File: src/rtl/bcd_conv_sched.sv
// Two-channel scheduler in front of one shared binary-to-BCD converter.
// Each channel keeps a pending flag and a one-deep buffer. A round-robin
// arbiter grants one channel at a time. A four-state FSM starts the
// converter, waits for its result, and allows one retry after a timeout.
//
// Handshake: reqN is a one-cycle strobe; valN is sampled on that same edge.
// conv_ena is a one-cycle start strobe. conv_din stays stable from grant
// until the FSM returns to IDLE. conv_rdy is honoured only in WAIT.
// doneN pulses for exactly one cycle, and bcdN already holds the new result
// during that cycle.
module bcd_conv_sched #(
    parameter int TIMEOUT = 63
) (
    input  logic        clk,
    input  logic        rst_n,
    input  logic        req0,
    input  logic [7:0]  val0,
    input  logic        req1,
    input  logic [7:0]  val1,
    output logic        conv_ena,
    output logic [7:0]  conv_din,
    input  logic [3:0]  conv_fdig,
    input  logic [3:0]  conv_sdig,
    input  logic [3:0]  conv_tdig,
    input  logic        conv_rdy,
    output logic [11:0] bcd0,
    output logic [11:0] bcd1,
    output logic        done0,
    output logic        done1,
    output logic        busy,
    output logic        err,
    output logic [1:0]  dbg_state
);

    localparam int CW = (TIMEOUT > 1) ? $clog2(TIMEOUT + 1) : 1;

    typedef enum logic [1:0] {
        S_IDLE    = 2'd0,
        S_LOAD    = 2'd1,
        S_WAIT    = 2'd2,
        S_CAPTURE = 2'd3
    } state_t;

    state_t          state, state_nxt;
    logic            pend0, pend1;
    logic [7:0]      buf0, buf1;
    logic [CW-1:0]   wait_cnt;
    logic            retried;     // current request already had its retry
    logic            svc_ch;      // channel currently in service
    logic            rr_last;     // channel of the last completed conversion
    logic            rr_seen;     // a conversion has completed since reset
    logic            grant, grant_ch1, capture, retry_go, drop;
    logic            timeout_hit;

    // Channel 1 wins only when channel 0 is idle or when channel 0 was served last.
    assign grant_ch1   = pend1 && (!pend0 || (rr_seen && !rr_last));
    assign timeout_hit = (wait_cnt == CW'(TIMEOUT - 1));

    assign conv_ena  = (state == S_LOAD);
    assign busy      = (state != S_IDLE);
    assign done0     = (state == S_CAPTURE) && !svc_ch;
    assign done1     = (state == S_CAPTURE) &&  svc_ch;
    assign dbg_state = state;

    // State register.
    always_ff @(posedge clk or negedge rst_n) begin
        if (!rst_n) state <= S_IDLE;
        else        state <= state_nxt;
    end

    // Next-state decode and the single-cycle control strobes.
    always_comb begin
        state_nxt = state;
        grant     = 1'b0;
        capture   = 1'b0;
        retry_go  = 1'b0;
        drop      = 1'b0;
        case (state)
            S_IDLE: begin
                if (pend0 || pend1) begin
                    grant     = 1'b1;
                    state_nxt = S_LOAD;
                end
            end
            S_LOAD: state_nxt = S_WAIT;
            S_WAIT: begin
                // A result arriving on the timeout cycle still counts.
                if (conv_rdy) begin
                    capture   = 1'b1;
                    state_nxt = S_CAPTURE;
                end else if (timeout_hit) begin
                    if (!retried) begin
                        retry_go  = 1'b1;
                        state_nxt = S_LOAD;
                    end else begin
                        drop      = 1'b1;
                        state_nxt = S_IDLE;
                    end
                end
            end
            S_CAPTURE: state_nxt = S_IDLE;
            default:   state_nxt = S_IDLE;
        endcase
    end

    // Request capture. A new request overrides a grant on the same edge, so it is never lost.
    always_ff @(posedge clk or negedge rst_n) begin
        if (!rst_n) begin
            pend0 <= 1'b0;
            pend1 <= 1'b0;
            buf0  <= '0;
            buf1  <= '0;
        end else begin
            if (req0)                      pend0 <= 1'b1;
            else if (grant && !grant_ch1)  pend0 <= 1'b0;
            if (req1)                      pend1 <= 1'b1;
            else if (grant && grant_ch1)   pend1 <= 1'b0;
            if (req0) buf0 <= val0;
            if (req1) buf1 <= val1;
        end
    end

    // Operand, wait counter and retry bookkeeping for the request in service.
    always_ff @(posedge clk or negedge rst_n) begin
        if (!rst_n) begin
            conv_din <= '0;
            svc_ch   <= 1'b0;
            wait_cnt <= '0;
            retried  <= 1'b0;
        end else begin
            if (grant) begin
                conv_din <= grant_ch1 ? buf1 : buf0;
                svc_ch   <= grant_ch1;
                retried  <= 1'b0;
            end
            if (retry_go) retried <= 1'b1;
            if (state == S_LOAD)      wait_cnt <= '0;
            else if (state == S_WAIT) wait_cnt <= wait_cnt + CW'(1);
        end
    end

    // Results, error flag and round-robin pointer.
    // The digits are latched on the conv_rdy edge, so bcdN is valid while doneN is high.
    always_ff @(posedge clk or negedge rst_n) begin
        if (!rst_n) begin
            bcd0    <= '0;
            bcd1    <= '0;
            err     <= 1'b0;
            rr_last <= 1'b0;
            rr_seen <= 1'b0;
        end else begin
            if (capture && !svc_ch) bcd0 <= {conv_tdig, conv_sdig, conv_fdig};
            if (capture &&  svc_ch) bcd1 <= {conv_tdig, conv_sdig, conv_fdig};
            if (drop) err <= 1'b1;
            if (state == S_CAPTURE) begin
                rr_last <= svc_ch;
                rr_seen <= 1'b1;
            end
        end
    end

endmodule

File: config.mk
export PLATFORM = sky130hd
export DESIGN_NAME = bcd_conv_sched
export DESIGN_NICKNAME = d
export VERILOG_FILES = /design/src/rtl/bcd_conv_sched.sv
export SDC_FILE = /design/constraint.sdc
export NUM_CORES = 1
export LEC_CHECK = 0
export BUFFER_PORTS_ARGS = -buffer_cell sky130_fd_sc_hd__buf_2
export CAP_MARGIN = 10
export CORE_MARGIN = 2
export CORE_UTILIZATION = 40
export CTS_BUF_LIST = sky130_fd_sc_hd__clkbuf_4 sky130_fd_sc_hd__clkbuf_8
export DETAILED_ROUTE_END_ITERATION = 6
export GPL_ROUTABILITY_DRIVEN = 0
export HOLD_SLACK_MARGIN = 0.15
export SLEW_MARGIN = 30
export SYNTH_ARGS = -nofsm -noshare
export SYNTH_HDL_FRONTEND = slang
export SYNTH_SLANG_ARGS = --single-unit
File: constraint.sdc
create_clock -name clk -period 2.6 [get_ports clk]
set_input_delay 0.26 -clock clk [delete_from_list [all_inputs] [get_ports clk]]
set_output_delay 0.26 -clock clk [all_outputs]
set_load 0.1 [all_outputs]
==> summary.txt <==
DRC - 0
Synth Area per Inst - 13.7 µm²
Max-slew violation count - 0
Die Area - 7190 µm²
Sum Neg Setup Slack - 0 ns
Crit Path Max Fanout - 7
Post-route antenna net violation count - 0
Clk buf depth - 2
Syn Nets - 231
Arrival @ worst endpoint - 1.70 ns
CTS buffer count - 9
Final #Nets - 321
Resized cells post-CTS - 0
Ant diodes - 0
Sequential area share after synthesis - 0.604
Synth Cell Area - 2610 µm²
Clock transition at path regs - 0.07 ns
TritonCTS clock tree - yes
Most frequent cells in the layout - 71 x buf_2, 63 x dfrtp_1, 42 x mux2_2
Vias in the first global route - 1862
Hpwl dp - 3.78 mm
Clock Skew - 0.00737 ns
Drt wl/cell - 14.7 µm
Period utilization - 0.756
Core region area - 6310 µm²
Cells after Synth - 191
Fillers - 562
Outcome - finished, final reports clean
Core Rows - 29
Unique cell type count in the Yosys netlist - 33
Hold_buf cts - 9
Synth Flop Type - dfrtp_1
Worst Tran Pin Value - 0.654 ns
Max Cap Viol - 0
Req. time, crit path - 2.34 ns
Final Hold Fails - 0
Commonest non-fill, non-tap cell in the layout - buf_2
Starting Density - 0.414
Syn. warnings - 0
Ys async rst share - 1.00
Layout cell share with drive strength beyond 1 - 0.484
Max Freq - 509 MHz
Io pins - 72
Min cycle time layout - 1.96 ns
Setup violators final - 0
#FFs+latches synth - 63
Router iterations before antenna repair - 5
Final WL - 5.32 mm
Critical setup path kind - flip-flop to output port
Rel. slew slack - 0.562
Die X-Extent - 84.8 µm
Via count - 1820
Die height - 84.8 µm
Gr usage total - 0.158
Post-CTS Setup Bufs - 0
Number of buffers added on ports - 71
Largest net degree at the start of global routing - 38
Root Buffer - clkbuf_8
Clk sinks - 63
RSZ-0062 raised after global routing - no
Vias per cell - 5.03
Worst skew pair latency - 0.33 ns
First-pass GRT wire length - 8.85 mm
Layout area overhead - 28.3%
Initial DRC Count - 95
Total grt overflow - 0
Htree depth - 3
Number of flops mapped to enable cells by yosys - 0
Initial antenna violation count - 0
Hold crit path type - input pin to flip-flop
Crit start category - flip-flop
Crit end category - output port
==> worst paths after layout <==
check	to	from	depth (start not counted)	slack [ns]
worst min-delay path	buf0[4]	val0[4]	2	0.16
min in group asynchronous	buf0[5]	rst_n	2	0.49
max in group asynchronous	buf1[2]	rst_n	3	1.49
worst max register to register	bcd0[8]	dbg_state[0]	4	0.74
worst max-delay path	conv_ena	dbg_state[1]	3	0.64
worst min register to register	err	err	1	0.48
==> worst max-delay path: stages (launching register included) <==
cell and delay [ns]:
dfrtp_1 0.42, inv_1 0.15, ha_1 0.32, buf_2 0.48
==> cells by family (layout without fill, tap and decap cells) <==
kind of cell	Yosys count	count (layout)	synth area share
DFF	63	63	0.604
muxes	42	42	0.181
AOI/OAI and AO/OA	29	29	0.0906
and+or+nand+nor	26	26	0.0513
buffers and inverters	22	116	0.0331
adders and majority gates	7	7	0.0335
xor gates and xnor gates	2	2	0.00671
==> metal layers <==
layer,wire length (µm),global-route usage,vias up
li1,-,-,858
met1,2280,0.192,909
met2,2690,0.266,46
met3,274,0.0521,7
met4,71,0.0548,0
met5,0,0,-
==> layout make-up <==
class	count	area [µm²]	share of cell area
clock buffer	11	145	0.0433
timing repair buffer	84	495	0.148
sequential	63	1580	0.471
multi-input combinational	106	951	0.284
inverter	17	63.8	0.0190
tap	77	96.3	0.0288
clock inverter	4	22.5	0.00672
==> stage by stage <==
stage / instance area [µm²] / worst slack (ns) / instances / hold WS [ns] / utilization
final: 3350 / 0.636 / 362 / 0.164 / 0.531
after global routing: 3350 / 0.517 / 362 / 0.153 / 0.531
after CTS: 3320 / 0.604 / 359 / 0.151 / 0.526
after detailed placement: 3060 / 0.732 / 335 / 0.323 / 0.485
after global placement: 3060 / 0.790 / 335 / 0.327 / 0.485
after floorplan: 2610 / 0.123 / 191 / -0.0356 / -
==> cell usage after synthesis (all sizes together), types with 2 or more instances <==
| library cell | n | share of area |
|---|---|---|
| buf | 3 | 0.0057 |
| ha | 7 | 0.034 |
| a21oi | 7 | 0.015 |
| nor2b | 2 | 0.0048 |
| a222oi | 8 | 0.031 |
| inv | 17 | 0.024 |
| nand2 | 9 | 0.013 |
| o21bai | 2 | 0.0057 |
| nor2 | 4 | 0.0057 |
| o21ai | 4 | 0.0091 |
| dfrtp | 63 | 0.60 |
| clkbuf | 2 | 0.0029 |
| o22ai | 2 | 0.0048 |
| nand2b | 2 | 0.0048 |
| mux2 | 42 | 0.18 |
| nand3 | 3 | 0.0057 |
==> sequential cells by signal, summed over array words and instances, names as in the netlist, 2 cells and up <==
signal and flops:
wait_cnt 6, bcd1 12, dbg_state 2, conv_din 8, buf0 8, buf1 8
bcd0 12
Power is not shown: default switching activity piles up to over one toggle a cycle in this logic, so the estimate is an artifact.
